**config.mk**
```make
export PLATFORM = sky130hd
export DESIGN_NAME = uart_rx_fifo
export DESIGN_NICKNAME = d
export VERILOG_FILES = /design/src/rtl/uart_rx_fifo.sv
export SDC_FILE = /design/constraint.sdc
export NUM_CORES = 1
export LEC_CHECK = 0
export CAP_MARGIN = 20
export CORE_ASPECT_RATIO = 0.5
export CORE_MARGIN = 3
export CORE_UTILIZATION = 49
export CTS_BUF_LIST = sky130_fd_sc_hd__clkbuf_8
export CTS_CLUSTER_DIAMETER = 120
export DETAILED_ROUTE_END_ITERATION = 8
export GPL_ROUTABILITY_DRIVEN = 0
export PLACE_DENSITY_LB_ADDON = 0.05
export SLEW_MARGIN = 25
export SYNTH_ARGS = -nofsm -noshare
export SYNTH_HDL_FRONTEND = slang
export SYNTH_SLANG_ARGS = --single-unit
```
**constraint.sdc**
```tcl
create_clock -name I_clk -period 2.3 [get_ports I_clk]
set_clock_uncertainty 0.15 [all_clocks]
set_input_delay 0.23 -clock I_clk [delete_from_list [all_inputs] [get_ports I_clk]]
set_output_delay 0.23 -clock I_clk [all_outputs]
set_load 0.02 [all_outputs]
```
**src/rtl/uart_rx_fifo.sv**
```systemverilog
// Byte FIFO between uart_rx and the memory-map decoder (data 0x400, status 0x401).
// Optional flow control (O_rts with hysteresis) when UART_RX_FIFO_FLOW_EN is defined.
module uart_rx_fifo #(
  parameter int DEPTH_LOG2 = 4,
  parameter int AF_THRESH  = 12
) (
  input  logic                  I_clk,
  input  logic                  I_reset,
  input  logic                  I_wr,
  input  logic [7:0]            I_data,
  input  logic                  I_rd,
  input  logic                  I_flush,
  input  logic                  I_clr_ovf,
  output logic [7:0]            O_data,
  output logic                  O_data_valid,
  output logic                  O_empty,
  output logic                  O_full,
  output logic                  O_almost_full,
  output logic [DEPTH_LOG2:0]   O_count,
`ifdef UART_RX_FIFO_FLOW_EN
  output logic                  O_rts,
`endif
  output logic                  O_overflow
);

  localparam int DEPTH = 1 << DEPTH_LOG2;
  localparam int CW    = DEPTH_LOG2 + 1;
  localparam int PW    = DEPTH_LOG2;

  localparam logic [CW-1:0] C_ONE  = CW'(1);
  localparam logic [CW-1:0] C_FULL = CW'(DEPTH);
  localparam logic [CW-1:0] C_AF   = CW'(AF_THRESH);
  localparam logic [PW-1:0] P_ONE  = PW'(1);

  logic [7:0]    mem [DEPTH];
  logic [PW-1:0] wr_ptr;
  logic [PW-1:0] rd_ptr;

  logic          do_wr;
  logic          do_rd;
  logic          drop;
  logic [CW-1:0] count_nx;

  // When full, a same-cycle read frees the slot the write lands in.
  always_comb begin
    do_rd    = I_rd & ~O_empty;
    do_wr    = I_wr & (~O_full | I_rd);
    drop     = I_wr & O_full & ~I_rd;
    count_nx = O_count;
    unique case ({do_wr, do_rd})
      2'b10:   count_nx = O_count + C_ONE;
      2'b01:   count_nx = O_count - C_ONE;
      default: count_nx = O_count;
    endcase
  end

  always_ff @(posedge I_clk) begin
    if (do_wr && !I_flush && !I_reset) begin
      mem[wr_ptr] <= I_data;
    end
  end

  always_ff @(posedge I_clk) begin
    if (I_reset) begin
      wr_ptr        <= '0;
      rd_ptr        <= '0;
      O_count       <= '0;
      O_empty       <= 1'b1;
      O_full        <= 1'b0;
      O_almost_full <= 1'b0;
      O_overflow    <= 1'b0;
      O_data        <= 8'h00;
      O_data_valid  <= 1'b0;
    end else if (I_flush) begin
      wr_ptr        <= '0;
      rd_ptr        <= '0;
      O_count       <= '0;
      O_empty       <= 1'b1;
      O_full        <= 1'b0;
      O_almost_full <= 1'b0;
      O_data_valid  <= 1'b0;
      if (I_clr_ovf) begin
        O_overflow <= 1'b0;
      end
    end else begin
      if (do_wr) begin
        wr_ptr <= wr_ptr + P_ONE;
      end
      if (do_rd) begin
        rd_ptr <= rd_ptr + P_ONE;
      end
      if (I_rd) begin
        O_data <= do_rd ? mem[rd_ptr] : 8'h00;
      end
      O_data_valid  <= I_rd;
      O_count       <= count_nx;
      O_empty       <= (count_nx == '0);
      O_full        <= (count_nx == C_FULL);
      O_almost_full <= (count_nx >= C_AF);
      // A dropping write in the same cycle beats the clear.
      if (drop) begin
        O_overflow <= 1'b1;
      end else if (I_clr_ovf) begin
        O_overflow <= 1'b0;
      end
    end
  end

`ifdef UART_RX_FIFO_FLOW_EN
  localparam logic [CW-1:0] C_LOW = CW'(AF_THRESH / 2);

  logic [CW-1:0] level_nx;

  always_comb begin
    level_nx = I_flush ? '0 : count_nx;
  end

  always_ff @(posedge I_clk) begin
    if (I_reset) begin
      O_rts <= 1'b0;
    end else if (level_nx >= C_AF) begin
      O_rts <= 1'b1;
    end else if (level_nx <= C_LOW) begin
      O_rts <= 1'b0;
    end
  end
`endif

endmodule

```
== Word-level counts from Yosys, hierarchy flattened ==
Memories as Yosys holds them, arrays and structs flattened. A register that Yosys moved wholly into a read port is not among the register bits.
Cells that the tools add are included.
Operators by class
  $add $sub $neg: 4
  $lt $le $gt $ge: 1
  equality and inequality tests: 3
  mux-type cells: 9
  bitwise operators: 9
  reductions and logical operators: 7
Operators with widths (number)
  $pmux W5 S2: 1
  $add A4 B1 Y4 const B: 2
  $mux W4: 2
  $mux W8: 1
  $add A5 B1 Y5 const B: 1
  $eq A5 B5 Y1 const B: 1
  $ge A5 B4 Y1 const B: 1
  $logic_not A5 Y1: 1
  $mux W1: 5
  $sub A5 B1 Y5 const B: 1
  $and A1 B1 Y1: 4
  $not A1 Y1: 4
  $eq A2 B1 Y1 const B: 1
  $eq A2 B2 Y1 const B: 1
  $logic_and A1 B1 Y1: 2
  $logic_not A1 Y1: 2
  $reduce_and A2 Y1: 1
  $reduce_or A2 Y1: 1
  $or A1 B1 Y1: 1
Word-level totals
  flip-flop bits (word level): 26
  memory bits (writable): 128
  input bits: 14
  output and inout bits: 18
  word-level logic and storage cells: 43
  memories kept: 1
Memory list
  mem: depth 16, bits a word 8, read ports 1, clocked after memory_dff 1, write ports 1, line 35  | logic [7:0] mem [DEPTH];

== Longest topological paths before layout ==
Gate-level depths: netlist of run 1.
  depth in word-level cells: 7
  gate-level depth with buffers: 13
  mapped depth without buffers: 11

== Worst setup path before layout of run 1 ==
Ideal clock, no wire load.
  path type: flip-flop to flip-flop
  start point: register O_full
  end point: register O_almost_full
  library setup time: 136 ps
  arrival time: 2256 ps
  required time: 2014 ps
  setup slack: -242 ps
  cell stages (with the launch flop): 14
  buffers on the path: 2
  cells stage by stage: dfxtp_1 -> nand2b_1 -> and2_1 -> buf_2 -> inv_1 -> ha_1 -> buf_2 -> xor2_1 -> ha_1 -> nor2_1 -> nand4b_1 -> o2111ai_1 -> xor2_1 -> o22ai_1
Between the ends
  longest elaborated chain between the ends: 6
  elaborated cells on any way between the ends: 7
  classes of those cells: 1 x order compare; 2 x eq/ne; 1 x mux; 3 x bitwise
Ends and longest elaborated chain
  start: declaration: line 17  | output logic O_full,
  start signal: assignment: line 98  | O_full <= (count_nx == C_FULL);
  $not A1 Y1 (*): line 47  | do_wr = I_wr & (~O_full | I_rd);
  $or A1 B1 Y1 (*): line 47
  $and A1 B1 Y1 (*): line 47
  $eq A2 B1 Y1 or $eq A2 B2 Y1 (tied branches): line 50  | unique case ({do_wr, do_rd})
  $pmux W5 S2 (*): line 50
  $ge A5 B4 Y1 (*): line 99  | O_almost_full <= (count_nx >= C_AF);
  end signal: assignment: line 99
  end: declaration: line 18  | output logic O_almost_full,
Every way passes the cells marked *; elsewhere a longest branch is shown, timed or not.
A chain may end at the register's enable or synchronous reset.

== Worst setup path after layout of run 1 ==
  start point: register O_full
  end point: register O_full
Between the ends
  longest elaborated chain between the ends: 6
  elaborated cells on any way between the ends: 7
  classes of those cells: 3 x eq/ne; 1 x mux; 3 x bitwise
Ends and longest elaborated chain (line)
  $not A1 Y1 (*): 47
  $or A1 B1 Y1 (*): 47
  $and A1 B1 Y1 (*): 47
  $eq A2 B1 Y1 or $eq A2 B2 Y1 (tied branches): 50
  $pmux W5 S2 (*): 50
  $eq A5 B5 Y1 (*): 98
Marked as above.

==> impl_metrics.ini, run 1 <==
[status]
status = finished clean

[critical_path]
end_kind = flip-flop
crit_chain = nand2b_4, and2_4, inv_4, ha_4, xor2_1, ha_2, a21oi_2, xnor2_2, mux2i_1, o32a_1, nor3b_2
crit_arrival_ns = 2.38
crit_type = reg2reg
cp-start-kind = flip-flop
worstPathMaxFanout = 3
cpLargestDelayFamily = simple AND/OR/NAND/NOR gates
slowest_delay_ns = 0.36
path_buf_inv = 1
required_ns = 2.49
critPathSlowestCell = dfxtp_4

[clock_network]
cts.clk_slew.worst_paths_ns = 0.09
holdBufCountCts = 0
htreeDepth = 4
cts.sinks = 158
clock_path_buffers = 2
insertion_delay_ns = 0.43
cts_root_buf = clkbuf_8
cts_tree = done
cts_buffers = 17

[yosys]
synth_area_per_cell_sq_um = 17.3
syn_nets = 388
synth.distinct_cells = 40
yosysTopAreaCellShare_pct = 60.9
synth_flop_cell = edfxtp_1
synth_area_leaders = edfxtp_1 (61%), mux4_2 (11%), dfxtp_1 (9.5%)
ys_async_sr_fraction_pct = 0
syn_area_sq_mm = 0.00631
synthCells = 366
seq_area_frac_synth_pct = 70.4
synth_warnings = 0
synth_edf_count = 128
ys_seq_elements = 158
synth_area_leader_cell = edfxtp_1

[global_routing]
grt_first_pass_wirelength_mm = 19.1
grt_overflow = 0
grtUsageTotal_pct = 17.8
grt_start_max_net_pins = 33
antenna_found_initial = 0
first_global_vias = 3549

[place]
io_buffers = 31
dpl.hpwl_mm = 8.23
pre_cts_ws_ns = -0.474

[floorplan]
placement_rows = 28
die_w_microns = 167
die-area_sq_mm = 0.0144
ios = 32
initial_core_util_pct = 51.8
core_sq_mm = 0.0122
die_h_microns = 86.3

[timing]
drv_slew = 0
hold_viol = 0
holdWs_ns = 0.0373
setup_violations = 0
slew_headroom_pct = 57.8
worst_slew_pin_slew_ns = 0.632
fin_crit_sh_pct = 95.1
setup_ws_ns = 0.112
fmax_ghz = 0.457
min_period_ns = 2.19
rsz0062_at_grt = true

[detailed_routing]
post_drt_wl_per_cell_microns = 19.4
antenna_left = 0
first_iter_violations = 252
first_pass_iters = 4
dr_total_vias = 3353
via_per_inst = 5.43
drc = 0
wl_mm = 12.0

[layout]
fill_cells = 927
fin_nets = 461
multiInputGateArea_sq_mm = 0.00177
synthToLayoutAreaGrowth_pct = 19.7
diodes = 0
drive_above_1_share_pct = 27.0
regArea_sq_mm = 0.00445

[power]
powerDensity_mw_per_mm2 = 695
p_leak_nw = 2.49
power_mw = 5.26
vdd_drop_max_uv = 346

[flow_run]
drv_cap = 0

[min_path]
hold_class = in2reg
==> per-layer routing <==
layer,track usage [%],wire [microns],up-vias
met5,0,0,-
met4,5.84,102,0
met3,3.87,454,9
met2,28.3,5610,68
met1,25.1,5820,1716
li1,-,-,1560
==> worst paths after layout <==
check / startpoint / to / slack [ns] / cells after the start
worst min-delay path: I_rd / O_data_valid$_SDFF_PP0_ / 0.04 / 3
worst min register to register: O_data[3]$_SDFFE_PP0P_ / O_data[3]$_SDFFE_PP0P_ / 0.34 / 2
worst max-delay path: O_full$_SDFF_PP0_ / O_full$_SDFF_PP0_ / 0.11 / 11
worst max register to register: O_full$_SDFF_PP0_ / O_full$_SDFF_PP0_ / 0.11 / 11
==> through the flow <==
stage | cell area, sq um | TNS (ns) | utilization (%) | instances
after floorplan | 6350 | -0.0190 | - | 366
after global placement | 7130 | -5.01 | 58.5 | 584
after detailed placement | 7130 | -9.89 | 58.5 | 584
after CTS | 7520 | 0 | 61.7 | 616
after global routing | 7560 | -0.108 | 62.0 | 617
final | 7560 | 0 | 62.0 | 617
==> flip-flops by register name (all words and copies together), names as in the netlist, named ones only <==
| name | flops |
|---|---|
| mem | 128 |
| O_data | 8 |
| O_count | 5 |
| rd_ptr | 4 |
| wr_ptr | 4 |
| O_almost_full | 1 |
| O_data_valid | 1 |
| O_empty | 1 |
| O_full | 1 |
| O_overflow | 1 |
==> cell type report <==
type / count / area share (%)
tap: 165 / 2.73
inverter: 12 / 0.629
timing repair buffer: 72 / 9.37
multi-input combinational: 178 / 23.4
clock inverter: 15 / 1.85
clock buffer: 17 / 3.10
sequential: 158 / 58.9
==> worst reg2reg max path: cells and delay by family (launching register included) <==
kind | cells | cell delay [ns]
fa+ha+maj | 2 | 0.37
simple gates | 3 | 0.39
flops | 1 | 0.36
mux | 1 | 0.20
buf+inv | 1 | 0.04
xor+xnor | 2 | 0.29
compound gates | 2 | 0.33
==> synthesized netlist by cell type (6+ instances only) <==
| master | count |
|---|---|
| mux2i_1 | 20 |
| a21oi_1 | 12 |
| buf_2 | 6 |
| dfxtp_1 | 30 |
| edfxtp_1 | 128 |
| and3_1 | 6 |
| and2_1 | 10 |
| nand2_1 | 8 |
| xor2_1 | 7 |
| o21ai_1 | 8 |
| nor2_1 | 31 |
| mux4_2 | 32 |
| inv_1 | 12 |
| ha_1 | 8 |
==> kinds of logic after synthesis <==
| group | after synthesis | share of synthesized area (%) |
|---|---|---|
| XOR/XNOR | 11 | 1.53 |
| flip-flops | 158 | 70.4 |
| adder cells (fa/ha/maj) | 8 | 1.59 |
| AND/OR/NAND/NOR | 75 | 6.32 |
| buffers and inverters | 30 | 2.56 |
| multiplexers | 52 | 14.6 |
| AO/OA/AOI/OAI | 32 | 3.03 |
==> where the power goes <==
group	internal [mW]	total [mW]	switching, mW	leakage [nW]
logic	0.104	0.225	0.121	0.911
registers	3.10	3.11	0.0129	1.40
clock network	0.868	1.92	1.05	0.181
total	4.07	5.26	1.19	2.49
==> layout by cell type, fill, tap and decap left out, drive strengths merged, types with 2 or more instances in the layout <==
cell type,count
a211oi,2
a21o,2
a21oi,13
and2,11
and3,6
buf,41
clkbuf,17
clkdlybuf4s50,30
clkinv,8
clkinvlp,3
dfxtp,30
edfxtp,128
ha,8
inv,15
mux2i,20
mux4,32
nand2,8
nand3,3
nand4,2
nor2,31
nor2b,4
nor3b,4
o21ai,10
o32a,2
xnor2,4
xor2,7
==> what timing repair did <==
| item | in CTS | in global routing |
|---|---|---|
| setup buffers | 0 | 1 |
| endpoints found under the setup margin | 3 | 5 |
| pin swaps | 0 | 3 |
| gates resized for setup | 2 | 9 |
Note: power is estimated with default switching activity, not from simulation.
==> inputs of run 2 (changes only) <==
GPL_TIMING_DRIVEN = 0   (was not set)
SKIP_CTS_REPAIR_TIMING = 1   (was not set)
==> impl_metrics.ini, run 2 (synthesis results as in run 1) <==
[place]
place_inst = 562
io_buffers = 31
dpl.hpwl_mm = 8.31

[critical_path]
regToRegSetupSlack_ns = -0.06
cp-start-kind = flip-flop
r2r_start = O_full$_SDFF_PP0_
end_kind = flip-flop
r2r_end = O_almost_full$_SDFF_PP0_
crit_type = reg2reg
required_ns = 2.45
worstPathMaxFanout = 7
crit_arrival_ns = 2.50
r2r_cells = 12

[status]
failed_checks = setup timing
status = complete, but fails checks

[timing]
fin_crit_sh_pct = 102
slew_headroom_pct = 41.2
setup_ws_ns = -0.0568
min_period_ns = 2.36
setup_violations = 4
drv_slew = 0
hold_viol = 0
rsz0062_at_grt = true
fmax_ghz = 0.424
worst_slew_pin_slew_ns = 0.883

[clock_network]
cts_tree = done
cts.sinks = 158
cts_root_buf = clkbuf_8
htreeDepth = 4
clock_path_buffers = 2
cts.clk_slew.worst_paths_ns = 0.08
insertion_delay_ns = 0.44
cts_buffers = 17

[detailed_routing]
dr_total_vias = 3312
first_iter_violations = 241
drc = 0
via_per_inst = 5.52
wl_mm = 12.7
post_drt_wl_per_cell_microns = 21.1
first_pass_iters = 4
antenna_left = 0

[min_path]
worstHoldPathCells = 5
hold_start = I_rd
hold_class = in2reg
holdPathEnd = O_overflow$_SDFF_PP0_

[floorplan]
placement_rows = 28
core_sq_mm = 0.0122
ios = 32
initial_core_util_pct = 51.8
die_w_microns = 167
die_h_microns = 86.3
die-area_sq_mm = 0.0144

[power]
p_leak_nw = 2.44
pwr-share-comb_pct = 4.1
p_sw_mw = 1.14
power_mw = 5.69
clkPwrFrac_pct = 41.2
power.share.sequential_pct = 54.7
vdd_drop_max_uv = 398
p_sw_share_pct = 20.1
internal_power_mw = 4.54
powerDensity_mw_per_mm2 = 754

[layout]
reg.largest.list = mem: 128 flops, O_data: 8 flops, O_count: 5 flops
fill_cells = 884
final_cell_mix = edfxtp_1 (128), mux4_2 (32), clkdlybuf4s50_1 (30), dfxtp_1 (29), nor2_1 (25)
fin_nets = 444
synthToLayoutAreaGrowth_pct = 19.4
regMostFlops = mem
final_common_cell = edfxtp_1
diodes = 0
drive_above_1_share_pct = 26.9
final_cells = 600
largest_reg_flops = 128

[global_routing]
grt_start_max_net_pins = 17
antenna_found_initial = 0
grt_first_pass_wirelength_mm = 19.7
grtUsageTotal_pct = 18.6
grt_overflow = 0
first_global_vias = 3393

[flow_run]
drv_cap = 0
-- run 2: how the worst max path moves through the flow --
stage                                to  slack, ns              start  cells past startpoint
4_1_cts        O_almost_full$_SDFF_PP0_      -0.28  O_full$_SDFF_PP0_                     13
2_1_floorplan  O_almost_full$_SDFF_PP0_      -0.02  O_full$_SDFF_PP0_                     13
6_report       O_almost_full$_SDFF_PP0_      -0.06  O_full$_SDFF_PP0_                     12
3_3_place_gp        mem[0][6]$_DFFE_PP_      -0.64            I_flush                      5
3_5_place_dp        mem[0][6]$_DFFE_PP_      -0.74            I_flush                      5
5_1_grt        O_almost_full$_SDFF_PP0_      -0.15  O_full$_SDFF_PP0_                     12
-- run 2: critical path, stage by stage (launching register included) --
cell       delay, ns
dfxtp_4         0.35
nand2b_4        0.06
and2_4          0.13
buf_6           0.11
inv_6           0.04
ha_4            0.18
xor2_2          0.19
ha_4            0.19
buf_6           0.11
o21a_1          0.10
o2111ai_2       0.24
xor2_2          0.27
o22ai_2         0.10
-- run 2: cell type report --
class	count	area, sq um	area share [%]
multi-input cells	178	1870	24.8
clock inverters	13	196	2.61
flip-flops and latches	158	4450	59.0
clock buffers	19	262	3.47
well taps	165	206	2.74
plain buffers	16	118	1.56
inverters	12	50.0	0.664
repair buffers	39	392	5.19
-- run 2: per-stage QoR --
step	util, %	setup TNS, ns	worst slack, ns	hold slack, ns	instance area, sq um
2_1_floorplan	-	-0.0190	-0.0190	0.152	6350
3_3_place_gp	56.3	-53.92	-0.636	0.320	6870
3_5_place_dp	56.3	-65.22	-0.744	0.322	6870
4_1_cts	60.1	-12.94	-0.276	0.222	7330
5_1_grt	61.8	-0.503	-0.150	0.253	7540
6_report	61.8	-0.151	-0.0568	0.232	7540
-- run 2: power groups by stage --
stage               Clock, mW  Sequential (mW)  Combinational (mW)
floorplan                   0             3.18               0.106
global placement            0             3.17               0.206
detailed placement          0             3.17               0.214
CTS                      2.37             3.11               0.215
global route             2.51             3.11               0.254
finish                   2.34             3.11               0.234
-- run 2: routing by layer --
metal	vias to the layer above	part of all wire (%)	global-route usage (%)	routed length, microns
met5	-	0	0	0
met4	0	0.54	4.94	68
met3	6	7.7	4.28	976
met2	95	46	29.1	5800
met1	1688	46	27.0	5840
li1	1523	-	-	-
